$ cat config.mk
export PLATFORM = sky130hd
export DESIGN_NAME = mips_instr_encoder
export DESIGN_NICKNAME = d
export VERILOG_FILES = /design/src/rtl/mips_instr_encoder.sv
export SDC_FILE = /design/constraint.sdc
export NUM_CORES = 1
export LEC_CHECK = 0
export CORE_ASPECT_RATIO = 1.25
export CORE_MARGIN = 3
export CORE_UTILIZATION = 54
export CTS_BUF_LIST = sky130_fd_sc_hd__clkbuf_2
export CTS_CLUSTER_SIZE = 25
export DETAILED_ROUTE_END_ITERATION = 16
export PLACE_DENSITY = 0.94
export SYNTH_ARGS = -nofsm -noshare
export SYNTH_HDL_FRONTEND = slang
export SYNTH_SLANG_ARGS = --single-unit
$ cat constraint.sdc
create_clock -name clk -period 6.2 [get_ports clk]
set_input_delay 1.86 -clock clk [delete_from_list [all_inputs] [get_ports clk]]
set_output_delay 1.86 -clock clk [all_outputs]
set_load 0.005 [all_outputs]
$ cat src/rtl/mips_instr_encoder.sv
// Packs symbolic MIPS instruction commands into 32-bit words and streams them with word addresses through a small FIFO.
// Optional: define ENC_DELAY_SLOT_NOP_EN to follow every branch/jump with a nop in its delay slot.
module mips_instr_encoder #(
  parameter int DEPTH  = 4,
  parameter int ADDR_W = 10,
  parameter int BASE   = 0
) (
  input  logic              clk,
  input  logic              rst,
  input  logic              start,
  input  logic              cmd_valid,
  output logic              cmd_ready,
  input  logic [4:0]        cmd_kind,
  input  logic [4:0]        cmd_rs,
  input  logic [4:0]        cmd_rt,
  input  logic [4:0]        cmd_rd,
  input  logic [4:0]        cmd_shamt,
  input  logic [15:0]       cmd_imm,
  input  logic [25:0]       cmd_target,
  output logic              out_valid,
  input  logic              out_ready,
  output logic [31:0]       out_word,
  output logic [ADDR_W-1:0] out_addr,
  output logic              err,
  output logic [15:0]       words_out,
  output logic [1:0]        dbg_state
);
  localparam int PW = $clog2(DEPTH);

  // dbg_state encoding: 0 = IDLE, 1 = RUN, 2 = ERR.
  typedef enum logic [1:0] {S_IDLE = 2'd0, S_RUN = 2'd1, S_ERR = 2'd2} state_t;

  state_t            state_q, state_d;
  logic [31:0]       mem_q [DEPTH];
  logic [PW-1:0]     wr_ptr_q, rd_ptr_q;
  logic [PW:0]       count_q, count_d;
  logic [ADDR_W-1:0] addr_q;
  logic [15:0]       words_q;

  logic [31:0] enc_word;
  logic [5:0]  op, funct;
  logic        illegal, room, accept, push, pop;
  logic [1:0]  n_push;

  // Handshakes: a transfer happens on a clock edge where valid && ready and start is low;
  // ready never depends on the same-side valid, and cmd_ready never depends on out_ready.
  assign illegal   = (cmd_kind[4:1] == 4'b1111);
  assign out_valid = (count_q != '0);
  assign out_word  = out_valid ? mem_q[rd_ptr_q] : '0;
  assign out_addr  = addr_q;
  assign words_out = words_q;
  assign dbg_state = state_q;

  always_comb begin
    op    = 6'h00;
    funct = 6'h00;
    case (cmd_kind)
      5'd0:  funct = 6'h20;
      5'd1:  funct = 6'h21;
      5'd2:  funct = 6'h22;
      5'd3:  funct = 6'h24;
      5'd4:  funct = 6'h25;
      5'd5:  funct = 6'h27;
      5'd6:  funct = 6'h2A;
      5'd7:  funct = 6'h2B;
      5'd8:  funct = 6'h04;
      5'd9:  funct = 6'h07;
      5'd10: funct = 6'h00;
      5'd11: funct = 6'h02;
      5'd12: funct = 6'h03;
      5'd13: op = 6'h08;
      5'd14: op = 6'h09;
      5'd15: op = 6'h0C;
      5'd16: op = 6'h0D;
      5'd17: op = 6'h0A;
      5'd19: op = 6'h23;
      5'd20: op = 6'h2B;
      5'd21: op = 6'h29;
      5'd22: op = 6'h04;
      5'd23: op = 6'h05;
      5'd25: op = 6'h02;
      5'd26: op = 6'h03;
      5'd27: funct = 6'h08;
      default: begin
        op    = 6'h00;
        funct = 6'h00;
      end
    endcase
  end

  always_comb begin
    enc_word = '0;
    case (cmd_kind)
      5'd0, 5'd1, 5'd2, 5'd3, 5'd4, 5'd5, 5'd6, 5'd7, 5'd8, 5'd9:
        enc_word = {6'h00, cmd_rs, cmd_rt, cmd_rd, 5'd0, funct};
      5'd10, 5'd11, 5'd12:
        enc_word = {6'h00, 5'd0, cmd_rt, cmd_rd, cmd_shamt, funct};
      5'd13, 5'd14, 5'd15, 5'd16, 5'd17, 5'd19, 5'd20, 5'd21, 5'd22, 5'd23:
        enc_word = {op, cmd_rs, cmd_rt, cmd_imm};
      5'd18:          enc_word = {6'h0F, 5'd0, cmd_rt, cmd_imm};
      5'd24:          enc_word = {6'h06, cmd_rs, 5'd0, cmd_imm};
      5'd25, 5'd26:   enc_word = {op, cmd_target};
      5'd27:          enc_word = {6'h00, cmd_rs, 15'd0, funct};
      5'd28:          enc_word = 32'h0000_000C;
      5'd29:          enc_word = 32'h4200_0018;
      default:        enc_word = '0;
    endcase
  end

`ifdef ENC_DELAY_SLOT_NOP_EN
  logic is_ctl;
  assign is_ctl = (cmd_kind >= 5'd22) && (cmd_kind <= 5'd27);
  assign room   = is_ctl ? (count_q <= (PW+1)'(DEPTH - 2)) : (count_q != (PW+1)'(DEPTH));
  assign n_push = push ? (is_ctl ? 2'd2 : 2'd1) : 2'd0;
`else
  assign room   = (count_q != (PW+1)'(DEPTH));
  assign n_push = push ? 2'd1 : 2'd0;
`endif

  assign accept  = cmd_valid && cmd_ready && !start;
  assign push    = accept && !illegal;
  assign pop     = out_valid && out_ready && !start;
  assign count_d = count_q + (PW+1)'(n_push) - (PW+1)'(pop);

  always_ff @(posedge clk) begin
    if (rst) state_q <= S_IDLE;
    else     state_q <= state_d;
  end

  always_comb begin
    state_d = state_q;
    case (state_q)
      S_IDLE:  if (start) state_d = S_RUN;
      S_RUN:   if (start) state_d = S_RUN;
               else if (accept && illegal) state_d = S_ERR;
      S_ERR:   if (start) state_d = S_RUN;
      default: state_d = S_IDLE;
    endcase
  end

  always_comb begin
    cmd_ready = 1'b0;
    err       = 1'b0;
    case (state_q)
      S_RUN:   cmd_ready = room;
      S_ERR:   err = 1'b1;
      default: cmd_ready = 1'b0;
    endcase
  end

  always_ff @(posedge clk) begin
    if (rst || start) begin
      wr_ptr_q <= '0;
      rd_ptr_q <= '0;
      count_q  <= '0;
      addr_q   <= ADDR_W'(BASE);
      words_q  <= '0;
    end else begin
      wr_ptr_q <= wr_ptr_q + PW'(n_push);
      rd_ptr_q <= rd_ptr_q + PW'(pop);
      count_q  <= count_d;
      if (pop) begin
        addr_q <= addr_q + 1'b1;
        if (words_q != 16'hFFFF) words_q <= words_q + 16'd1;
      end
    end
  end

  // Storage carries no reset; out_word is masked while the FIFO is empty.
  always_ff @(posedge clk) begin
    if (push) begin
      mem_q[wr_ptr_q] <= enc_word;
`ifdef ENC_DELAY_SLOT_NOP_EN
      if (is_ctl) mem_q[wr_ptr_q + PW'(1)] <= '0;
`endif
    end
  end
endmodule

==> summary.txt <==
Run status
  • Outcome: completed

STA
  • TNS Setup: 0 ns
  • Rel. slew slack: between 30% and 40%
  • Final setup violation count: 0
  • Maximum clock frequency: 214.4 MHz
  • Unrepaired setup endpoints after global routing: false
  • Worst Max-Slew Pin Slew: around 1.0 ns
  • Final Hold Violating Endpoints: 0
  • Fin worst setup slack: roughly 1.5 ns
  • Minimum clock period: 4.664 ns
  • Clk_skew: 0.04043 ns
  • Final Cycle Share: 75.22%
  • Slew Viols, Final: 0

Flow run
  • Max-cap check violation count: 0

Power and ir drop
  • Maximum vdd drop: 0.1241 mV
  • LEAKAGE: approximately 3.0 nW
  • Power Density: 216.6 mW/mm^2
  • Pwr Total: around 0.0019 W

Floorplanning
  • Die Area: ~0.015 mm^2
  • Die Y: 134.7 um
  • Core area: between 0.01 and 0.015 mm^2
  • I/O Pins: 135
  • Initial Util: 55.78%
  • Chip width: 109.0 um
  • Row cnt: 46

Logic synthesis
  • Number of flops mapped to enable cells by yosys: between 100 and 150
  • Primary FF master, synth: edfxtp_1
  • Syn_nets: approximately 580
  • Avg Cell Area, Syn: around 14 um^2
  • Post-Syn Area: 0.007159 mm^2
  • Register area share after synthesis: a little under two thirds
  • Ys async rst share: 0%
  • Flops & latches, synth: 163
  • Post-synth cell types: 51
  • YS warnings: 0
  • Cells after synthesis: 504

Final layout
  • Post-Layout Inst Area: 0.008930 mm^2
  • Multi-input logic area: 0.002460 mm^2
  • Fill count: 825
  • Layout cell share with drive strength beyond 1: 13.12%
  • Final core utilization: 69.58%
  • Nets: 714
  • Area Overhead vs Synth: 24.73%
  • Storage element area: 0.004546 mm^2

Setup path
  • Highest net fanout along the worst path: 32
  • CP max stage delay: 0.59 ns
  • Critical-path cell list: buf_4 > mux4_2 > nor2b_1 > clkdlybuf4s50_1
  • Critical Path End Type: primary output
  • Family with the most delay on the worst path: buffers and inverters
  • CP Data Arrival Time: 2.80 ns
  • Worst setup path class: register to primary output
  • Crit path launch type: register
  • CP max-delay cell: mux4_2
  • Worst EP required: ~4.3 ns
  • Critical path buffers and inverters: 2

Global route
  • First-pass GRT wire length: ~26 mm
  • Vias in the first global route: 4,987
  • Largest net degree at the start of global routing: 34
  • Antenna violations before repair: 1
  • GRT Util Overall: 22.96%
  • GRT overflow: 0

Placed design
  • DPL Wire Length: 11.13 mm
  • DP Worst Slack: between 1 and 1.5 ns
  • Port buffer count: 134
  • Post-placement cell area: around 0.0087 mm^2
  • GP Congestion: 0.8563

Routing
  • DRC viols: 0
  • Avg WL per Cell: 20.05 um
  • Post-DR vias/cell: 6.042
  • Final WL: 16.38 mm
  • Drt first-iter violations: 457
  • Via count: 4,936
  • Post-DRT Antenna Nets: 0
  • Drt first pass iters: 6

Clocking
  • H-tree levels: 4
  • Clk pin slew, worst setup/hold paths: 0.26 ns
  • Root Driver: clkbuf_2
  • CTS resizes: 0
  • CTS sink count: ~160
  • CTS tree: built
  • Hold_buf cts: 0
  • Clk_lat worst skew: ~0.7 ns
  • Post CTS Setup Buffer Count: 0
  • Clock Path Buffers: 2
  • CTS buffer count: 17

Min path
  • Hold WC Path Type: register to register
cells in the final DEF (no fill, tap or decap), types with 2 or more instances in the layout:
cell             instances
clkdlybuf4s50_1        134
edfxtp_1               128
nor2b_1                 41
nor2_1                  37
dfxtp_1                 34
mux4_2                  32
nand2_1                 22
inv_1                   19
clkbuf_2                17
xor2_1                  15
a21oi_1                 14
o21ai_0                 13
nand3_1                 12
a222oi_1                11
a22o_1                   9
nand4_1                  8
xnor2_1                  7
ha_1                     6
inv_6                    6
buf_4                    6
a21o_1                   5
and2_1                   5
and3_1                   5
o211ai_1                 5
a221o_1                  4
nand2b_1                 4
nor3_2                   3
o22ai_1                  2
nor4b_1                  2
and4_2                   2
or2_2                    2
a211oi_1                 2
nor3_1                   2
or4_2                    2
a22oi_1                  2
inv_8                    2
bufinv_16                2
clkinv_4                 2
logic make-up after synthesis:
kind of cell	count (synthesis)	share of synthesized area, %
AOI/OAI and AO/OA	75	7.847
xor gates and xnor gates	22	2.691
and+or+nand+nor	157	11.88
adders and majority gates	7	1.328
muxes	33	10.21
buffers and inverters	47	2.569
DFF	163	63.47
sequential cells by signal, summed over array words and instances, names as in the netlist:
| name | flops |
|---|---|
| rd_ptr_q | 2 |
| words_out | 16 |
| count_q | 3 |
| mem_q | 128 |
| dbg_state | 2 |
| wr_ptr_q | 2 |
| out_addr | 10 |
final timing paths:
check,start,to,cells after the start,slack (ns)
min,words_out[9]$_SDFFE_PP0P_,words_out[9]$_SDFFE_PP0P_,2,0.54
max,rd_ptr_q[0]$_SDFF_PP0_,out_word[5],4,1.54
max reg2reg,count_q[2]$_SDFF_PP0_,count_q[2]$_SDFF_PP0_,9,3.59
min reg2reg,words_out[9]$_SDFFE_PP0P_,words_out[9]$_SDFFE_PP0P_,2,0.54
through the flow:
stage / std cells / hold WS [ns]
floorplan: 504 / 0.4725
global placement: 784 / 0.4873
detailed placement: 784 / 0.5091
CTS: 816 / 0.5366
global route: 817 / 0.5604
finish: 817 / 0.5372
worst register-to-register path, stage by stage, from the launching register on:
cell and delay [ns]:
dfxtp_1 0.43, o31ai_4 0.50, nor2_1 0.26, ha_1 0.34
inv_1 0.04, ha_1 0.18, fa_1 0.38, xnor2_1 0.19
xnor2_1 0.14, nor2_1 0.06
synthesized netlist by cell type (3+ instances only):
library cell	count	area share, %
nand2_1	22	1.2
clkbuf_1	21	1.1
a221o_1	4	0.56
xor2_1	15	1.8
inv_1	19	1.0
nand2b_1	4	0.35
a22o_1	9	1.1
nor2b_1	41	3.6
a222oi_1	11	1.5
a21oi_1	14	0.98
xnor2_1	7	0.86
mux4_2	32	10
nor2_1	38	2.0
and3_1	6	0.52
nand3_1	12	0.84
buf_2	3	0.21
a21o_1	5	0.52
o21ai_0	13	0.91
ha_1	6	1.0
dfxtp_1	35	9.8
nor3_1	5	0.35
buf_1	3	0.16
o211ai_1	5	0.52
and2_1	5	0.44
nand4_1	8	0.70
edfxtp_1	128	54
power breakdown:
part	switching, W	internal [W]	total (W)
Sequential	0.00000310	0.00119	0.00120
Combinational	0.0000784	0.0000815	0.000160
Clock	0.000379	0.000198	0.000577
Total	0.000460	0.00147	0.00193
metal layers:
metal | GRT usage, % | share of wire (%)
met5 | 0 | 0
met4 | 8.561 | 2.7
met3 | 6.217 | 8.8
met2 | 39.96 | 52
met1 | 27.02 | 36
area by class of cell:
type / count / area share [%]
Clock buffer: 17 / 0.9528
Clock inverter: 15 / 1.892
Inverter: 19 / 0.7987
Timing Repair Buffer: 140 / 15.52
Antenna cell: 1 / 0.02802
Multi-Input combinational cell: 294 / 27.55
Sequential cell: 163 / 50.90
Tap cell: 168 / 2.354
(Power assumes the default switching activity.)
